<file path="src/rtl/tff_toggle_arbiter_pkg.sv">
// Shared definitions for the toggle-arbiter slice: FSM state encodings and a
// constant clog2 helper for index widths.
package tff_toggle_arbiter_pkg;

  typedef enum logic [1:0] {
    ST_IDLE = 2'd0,
    ST_RUN  = 2'd1,
    ST_DONE = 2'd2
  } state_e;

  function automatic int clog2(input int n);
    int r;
    r = 0;
    while ((1 << r) < n) r++;
    return r;
  endfunction

endpackage

</file>
<file path="src/rtl/tff_toggle_arbiter_rr_pick.sv">
// Combinational round-robin picker: first requester at or after ptr_i,
// wrapping modulo N_REQ.
module rr_pick
  import tff_toggle_arbiter_pkg::*;
#(
  parameter int N_REQ = 4,
  parameter int IDX_W = clog2(N_REQ)
) (
  input  logic [N_REQ-1:0] req_i,
  input  logic [IDX_W-1:0] ptr_i,
  output logic             valid_o,
  output logic [IDX_W-1:0] win_o
);

  logic [IDX_W:0] idx;

  // Scan from the farthest offset down so the nearest hit is the last write.
  always_comb begin
    valid_o = 1'b0;
    win_o   = '0;
    idx     = '0;
    for (int off = N_REQ - 1; off >= 0; off--) begin
      idx = {1'b0, ptr_i} + (IDX_W + 1)'(off);
      if (idx >= (IDX_W + 1)'(N_REQ)) idx = idx - (IDX_W + 1)'(N_REQ);
      if (req_i[idx[IDX_W-1:0]]) begin
        valid_o = 1'b1;
        win_o   = idx[IDX_W-1:0];
      end
    end
  end

endmodule

</file>
<file path="src/rtl/tff_toggle_arbiter.sv">
// Round-robin arbiter sharing one toggle flip-flop among N_REQ requesters;
// each grant runs a latched burst of LEN toggles and ends with a one-cycle ACK.
//
//   state   | meaning
//   --------+------------------------------------------------------------
//   ST_IDLE | no burst; pick next requester from PTR and latch its length
//   ST_RUN  | GNT held; toggle Q while cnt != 0, then ACK the winner
//   ST_DONE | ACK high for this cycle; requests ignored
module tff_toggle_arbiter
  import tff_toggle_arbiter_pkg::*;
#(
  parameter int N_REQ = 4,
  parameter int LEN_W = 8
) (
  input  logic                   CLK,
  input  logic                   RST,
  input  logic [N_REQ-1:0]       REQ,
  input  logic [N_REQ*LEN_W-1:0] LEN,
  output logic [N_REQ-1:0]       GNT,
  output logic [N_REQ-1:0]       ACK,
  output logic                   Q,
  output logic                   BUSY
);

  localparam int IDX_W = clog2(N_REQ);

  state_e             state_q, state_d;
  logic [LEN_W-1:0]   cnt_q, cnt_d;
  logic               q_q, q_d;
  logic [N_REQ-1:0]   gnt_q, gnt_d;
  logic [N_REQ-1:0]   ack_q, ack_d;
  logic [IDX_W-1:0]   ptr_q, ptr_d;
  logic [IDX_W-1:0]   win_q, win_d;
  logic               busy_q, busy_d;

  logic               pick_valid;
  logic [IDX_W-1:0]   pick_win;
  logic [LEN_W-1:0]   len_arr [N_REQ];

  rr_pick #(
    .N_REQ (N_REQ),
    .IDX_W (IDX_W)
  ) u_pick (
    .req_i   (REQ),
    .ptr_i   (ptr_q),
    .valid_o (pick_valid),
    .win_o   (pick_win)
  );

  always_comb begin
    for (int i = 0; i < N_REQ; i++) len_arr[i] = LEN[i*LEN_W +: LEN_W];
  end

  always_comb begin
    state_d = state_q;
    cnt_d   = cnt_q;
    q_d     = q_q;
    gnt_d   = gnt_q;
    ack_d   = '0;
    ptr_d   = ptr_q;
    win_d   = win_q;
    case (state_q)
      ST_IDLE: begin
        if (pick_valid) begin
          cnt_d           = len_arr[pick_win];
          gnt_d           = '0;
          gnt_d[pick_win] = 1'b1;
          win_d           = pick_win;
          state_d         = ST_RUN;
        end
      end
      ST_RUN: begin
        if (cnt_q != '0) begin
          q_d   = ~q_q;
          cnt_d = cnt_q - LEN_W'(1);
        end else begin
          gnt_d        = '0;
          ack_d[win_q] = 1'b1;
          ptr_d        = (win_q == IDX_W'(N_REQ - 1)) ? '0 : win_q + IDX_W'(1);
          state_d      = ST_DONE;
        end
      end
      ST_DONE: begin
        state_d = ST_IDLE;
      end
      default: begin
        gnt_d   = '0;
        state_d = ST_IDLE;
      end
    endcase
    busy_d = (state_d != ST_IDLE);
  end

  always_ff @(posedge CLK or negedge RST) begin
    if (!RST) begin
      state_q <= ST_IDLE;
      cnt_q   <= '0;
      q_q     <= 1'b0;
      gnt_q   <= '0;
      ack_q   <= '0;
      ptr_q   <= '0;
      win_q   <= '0;
      busy_q  <= 1'b0;
    end else begin
      state_q <= state_d;
      cnt_q   <= cnt_d;
      q_q     <= q_d;
      gnt_q   <= gnt_d;
      ack_q   <= ack_d;
      ptr_q   <= ptr_d;
      win_q   <= win_d;
      busy_q  <= busy_d;
    end
  end

  assign GNT  = gnt_q;
  assign ACK  = ack_q;
  assign Q    = q_q;
  assign BUSY = busy_q;

endmodule

</file>
<file path="config.mk">
export PLATFORM = sky130hd
export DESIGN_NAME = tff_toggle_arbiter
export DESIGN_NICKNAME = d
export VERILOG_FILES = /design/src/rtl/tff_toggle_arbiter_pkg.sv /design/src/rtl/tff_toggle_arbiter_rr_pick.sv /design/src/rtl/tff_toggle_arbiter.sv
export SDC_FILE = /design/constraint.sdc
export NUM_CORES = 1
export LEC_CHECK = 0
export ABC_CLOCK_PERIOD_IN_PS = 6200
export BUFFER_PORTS_ARGS = -buffer_cell sky130_fd_sc_hd__buf_2
export CELL_PAD_IN_SITES_DETAIL_PLACEMENT = 2
export CELL_PAD_IN_SITES_GLOBAL_PLACEMENT = 2
export CORE_UTILIZATION = 33
export DETAILED_ROUTE_END_ITERATION = 7
export PLACE_DENSITY = 0.83
export SETUP_SLACK_MARGIN = 0.4
export SYNTH_ARGS = -nofsm -noshare
export SYNTH_HDL_FRONTEND = slang
export SYNTH_SLANG_ARGS = --single-unit
export TNS_END_PERCENT = 100
</file>
<file path="constraint.sdc">
create_clock -name CLK -period 6.2 [get_ports CLK]
set_clock_uncertainty 0.2 [all_clocks]
set_input_delay 0.31 -clock CLK [delete_from_list [all_inputs] [get_ports CLK]]
set_output_delay 0.31 -clock CLK [all_outputs]
set_load 0.02 [all_outputs]
</file>
==> summary.md <==
| Metric | Value |
|---|---|
| Crit start category | `register` |
| Final #Nets | `255` |
| Failing checks | `DRC` |
| Crit path DAT | `2.46 ns` |
| Congestion Overflow GR | `0` |
| Pleak | `0.931 nW` |
| Layout cell share with drive strength beyond 1 | `0.329` |
| Post-CTS Setup Bufs | `0` |
| Most common cell in the netlist | `dfrtp_1` |
| GR Util All Layers | `0.232` |
| MaxCap Viol Count | `0` |
| Clk pwr share | `0.195` |
| Highest metal used | `met4` |
| Die area | `0.00507 sq mm` |
| Root Buffer Master | `clkbuf_8` |
| VDD IR max | `0.112 mV` |
| HP Class | `primary input to register` |
| PortBufs | `47` |
| Register bit total from synthesis | `24` |
| Worst-path clk slew | `0.10 ns` |
| Post-synth EDFFs | `0` |
| FFs w/ async S/R, synth | `1.00` |
| Routed met2 length | `2960 microns` |
| Ports | `48` |
| # DRC | `2` |
| Worst path most repeated cell | `inv_1` |
| Drt wl/cell | `21.4 microns` |
| Router iterations before antenna repair | `6` |
| Number of global-route vias before repair | `1,724` |
| Crit share post-route | `0.403` |
| Sequential share of the synthesized area | `0.380` |
| Post-synth cell types | `55` |
| Post-Syn Instances | `162` |
| Internal Power | `0.435 mW` |
| FMAX | `0.401 GHz` |
| Rows | `24` |
| Fillers | `490` |
| DR WL met3 | `190 microns` |
| Final Slew Violations | `0` |
| Gate power share | `0.433` |
| Routed Wire Length | `5600 microns` |
| Max transition margin | `0.446` |
| Via Count | `1,481` |
| Slowest CP cell | `or4b_4` |
| Synth warn | `0` |
| Post-route minimum period | `2.50 ns` |
| Core area | `0.00447 sq mm` |
| Fin. Hold Viols | `0` |
| Power per cell area | `386 mW/mm^2` |
| Initial Utilization | `0.353` |
| Avg Cell Area, Syn | `9.76 sq um` |
| Dominant cells by area after synthesis | `dfrtp_1 (38%), mux2i_1 (5.1%), ha_1 (4.7%), o21ai_0 (3.5%), mux2_2 (2.8%)` |
| First-pass GRT wire length | `8960 microns` |
| Largest net degree at the start of global routing | `25` |
| Status | `complete, but fails checks` |
| Top cell type's share of synthesized area | `0.380` |
| Final Power | `0.746 mW` |
| Initial antenna violation count | `0` |
| Required @ worst endpoint | `6.16 ns` |
| Unrepaired setup endpoints after global routing | `false` |
| CP max stage delay | `0.51 ns` |
| H-tree Lvls | `1` |
| Skew-Pair Late Insertion Delay | `0.28 ns` |
| CP Buf/Inv Count | `2` |
| Hold_ws | `0.0906 ns` |
| Routed vias/inst | `5.65` |
| CTS sink cnt | `24` |
| # diodes | `0` |
| RD Place Congestion | `0.844` |
| Synth cell count leaders | `dfrtp_1 (24), nand2_1 (12), o21ai_0 (11)` |
| Primary FF master, synth | `dfrtp_1` |
| DRT met1 WL | `2410 microns` |
| Post-synth net total | `206` |
| Detail Route Antenna Nets | `0` |
| Die Y | `71.2 microns` |
| Cell area after synthesis | `0.00158 sq mm` |
| Clock tree from TritonCTS | `built` |
| Crit. End Element | `register` |
| Worst slew pin tran | `0.830 ns` |
| Critical-path cell list | `inv_1 -> ha_1 -> or4b_4 -> nor2b_4 -> a21o_4 -> inv_1 -> a32oi_1 -> nor3_2` |
| CP max FO | `11` |
| Finish-stage setup viols | `0` |
| Setup CP Type | `register to register` |
| DP Wirelength | `4170 microns` |
| Die width | `71.2 microns` |
| Initial DRC count | `73` |
| Psw | `0.311 mW` |
| DP Area | `0.00185 sq mm` |
| Delay-heaviest family, CP | `simple AND/OR/NAND/NOR gates` |
| CTS buffer count | `3` |
| Clock buffer depth | `2` |
| Area leader, netlist | `dfrtp_1` |
| Cell area after layout | `0.00193 sq mm` |
| Setup TNS | `0 ns` |
| Area delta synth->final | `22.3%` |
| Switching share of total power | `0.417` |
| Reg power frac | `0.371` |
final cells by class:
type	instances	area (sq um)	area share
well taps	52	65.1	0.0336
repair buffers	48	245	0.127
inverters	10	37.5	0.0194
clock inverters	1	30.0	0.0155
multi-input cells	124	915	0.473
flip-flops and latches	24	601	0.310
clock buffers	3	41.3	0.0213
timing repair:
action | 4_1_cts | 5_1_grt
resized for setup | 0 | 0
hold buffers | 1 | 0
endpoints found under the hold margin | 24 | 0
power by group through the flow:
stage	clock network (mW)	registers (mW)	logic (mW)
6_report	0.146	0.277	0.323
5_1_grt	0.150	0.285	0.357
4_1_cts	0.145	0.276	0.328
3_5_place_dp	0	0.274	0.322
3_3_place_gp	0	0.268	0.296
2_1_floorplan	0	0.275	0.210
state kept, by name (all words and copies together) (netlist names):
register  cells
ACK           4
Q             1
ptr_q         2
state_q       2
cnt_q         8
GNT           4
BUSY          1
win_q         2
path summary, 6_finish.rpt:
check	startpoint	endpoint	slack, ns	depth (start not counted)
max reg2reg	cnt_q[0]	cnt_q[6]	3.70	8
min reg2reg	GNT[0]	GNT[0]	0.28	1
max	cnt_q[0]	cnt_q[6]	3.70	8
min	LEN[2]	cnt_q[2]	0.09	3
min in group asynchronous	RST	GNT[0]	0.35	2
max in group asynchronous	RST	state_q[0]	5.07	2
worst reg2reg max path: stages, from the launching register on:
cell,delay [ns]
dfrtp_1,0.43
inv_1,0.18
ha_1,0.20
or4b_4,0.51
nor2b_4,0.28
a21o_4,0.20
inv_1,0.08
a32oi_1,0.24
nor3_2,0.08
through the flow:
step	setup slack [ns]	util	instances
after floorplan	4.10	-	162
after global placement	3.83	0.414	257
after detailed placement	3.77	0.414	257
after CTS	3.70	0.432	262
after global routing	3.59	0.432	262
final	3.70	0.432	262
layer usage:
layer | vias to the layer above | GRT usage
met1 | 746 | 0.287
met3 | 2 | 0.0169
met4 | 0 | 0.0600
met2 | 39 | 0.436
li1 | 694 | -
met5 | - | 0
kinds of logic (layout without fill, tap and decap cells):
logic type / count (synthesis) / count (layout) / synth area share
mux: 12 / 12 / 0.0791
fa+ha+maj: 6 / 6 / 0.0475
xor+xnor: 1 / 1 / 0.00554
compound gates: 50 / 50 / 0.248
simple gates: 55 / 55 / 0.198
flops: 24 / 24 / 0.380
buf+inv: 14 / 62 / 0.0419
cell usage in the layout, fill, tap and decap left out, types with 3 or more instances in the layout:
cell type   n
a21oi_1     7
clkbuf_8    3
nor2_1     10
a32oi_1     3
o21a_1      3
nand3_1     3
ha_1        6
buf_2      47
nand2_1    12
dfrtp_1    24
mux2_2      4
nand2b_1    4
and3_1      5
mux2i_1     8
a22o_1      3
o21ai_0    11
inv_1      10
(Power assumes the default switching activity.)
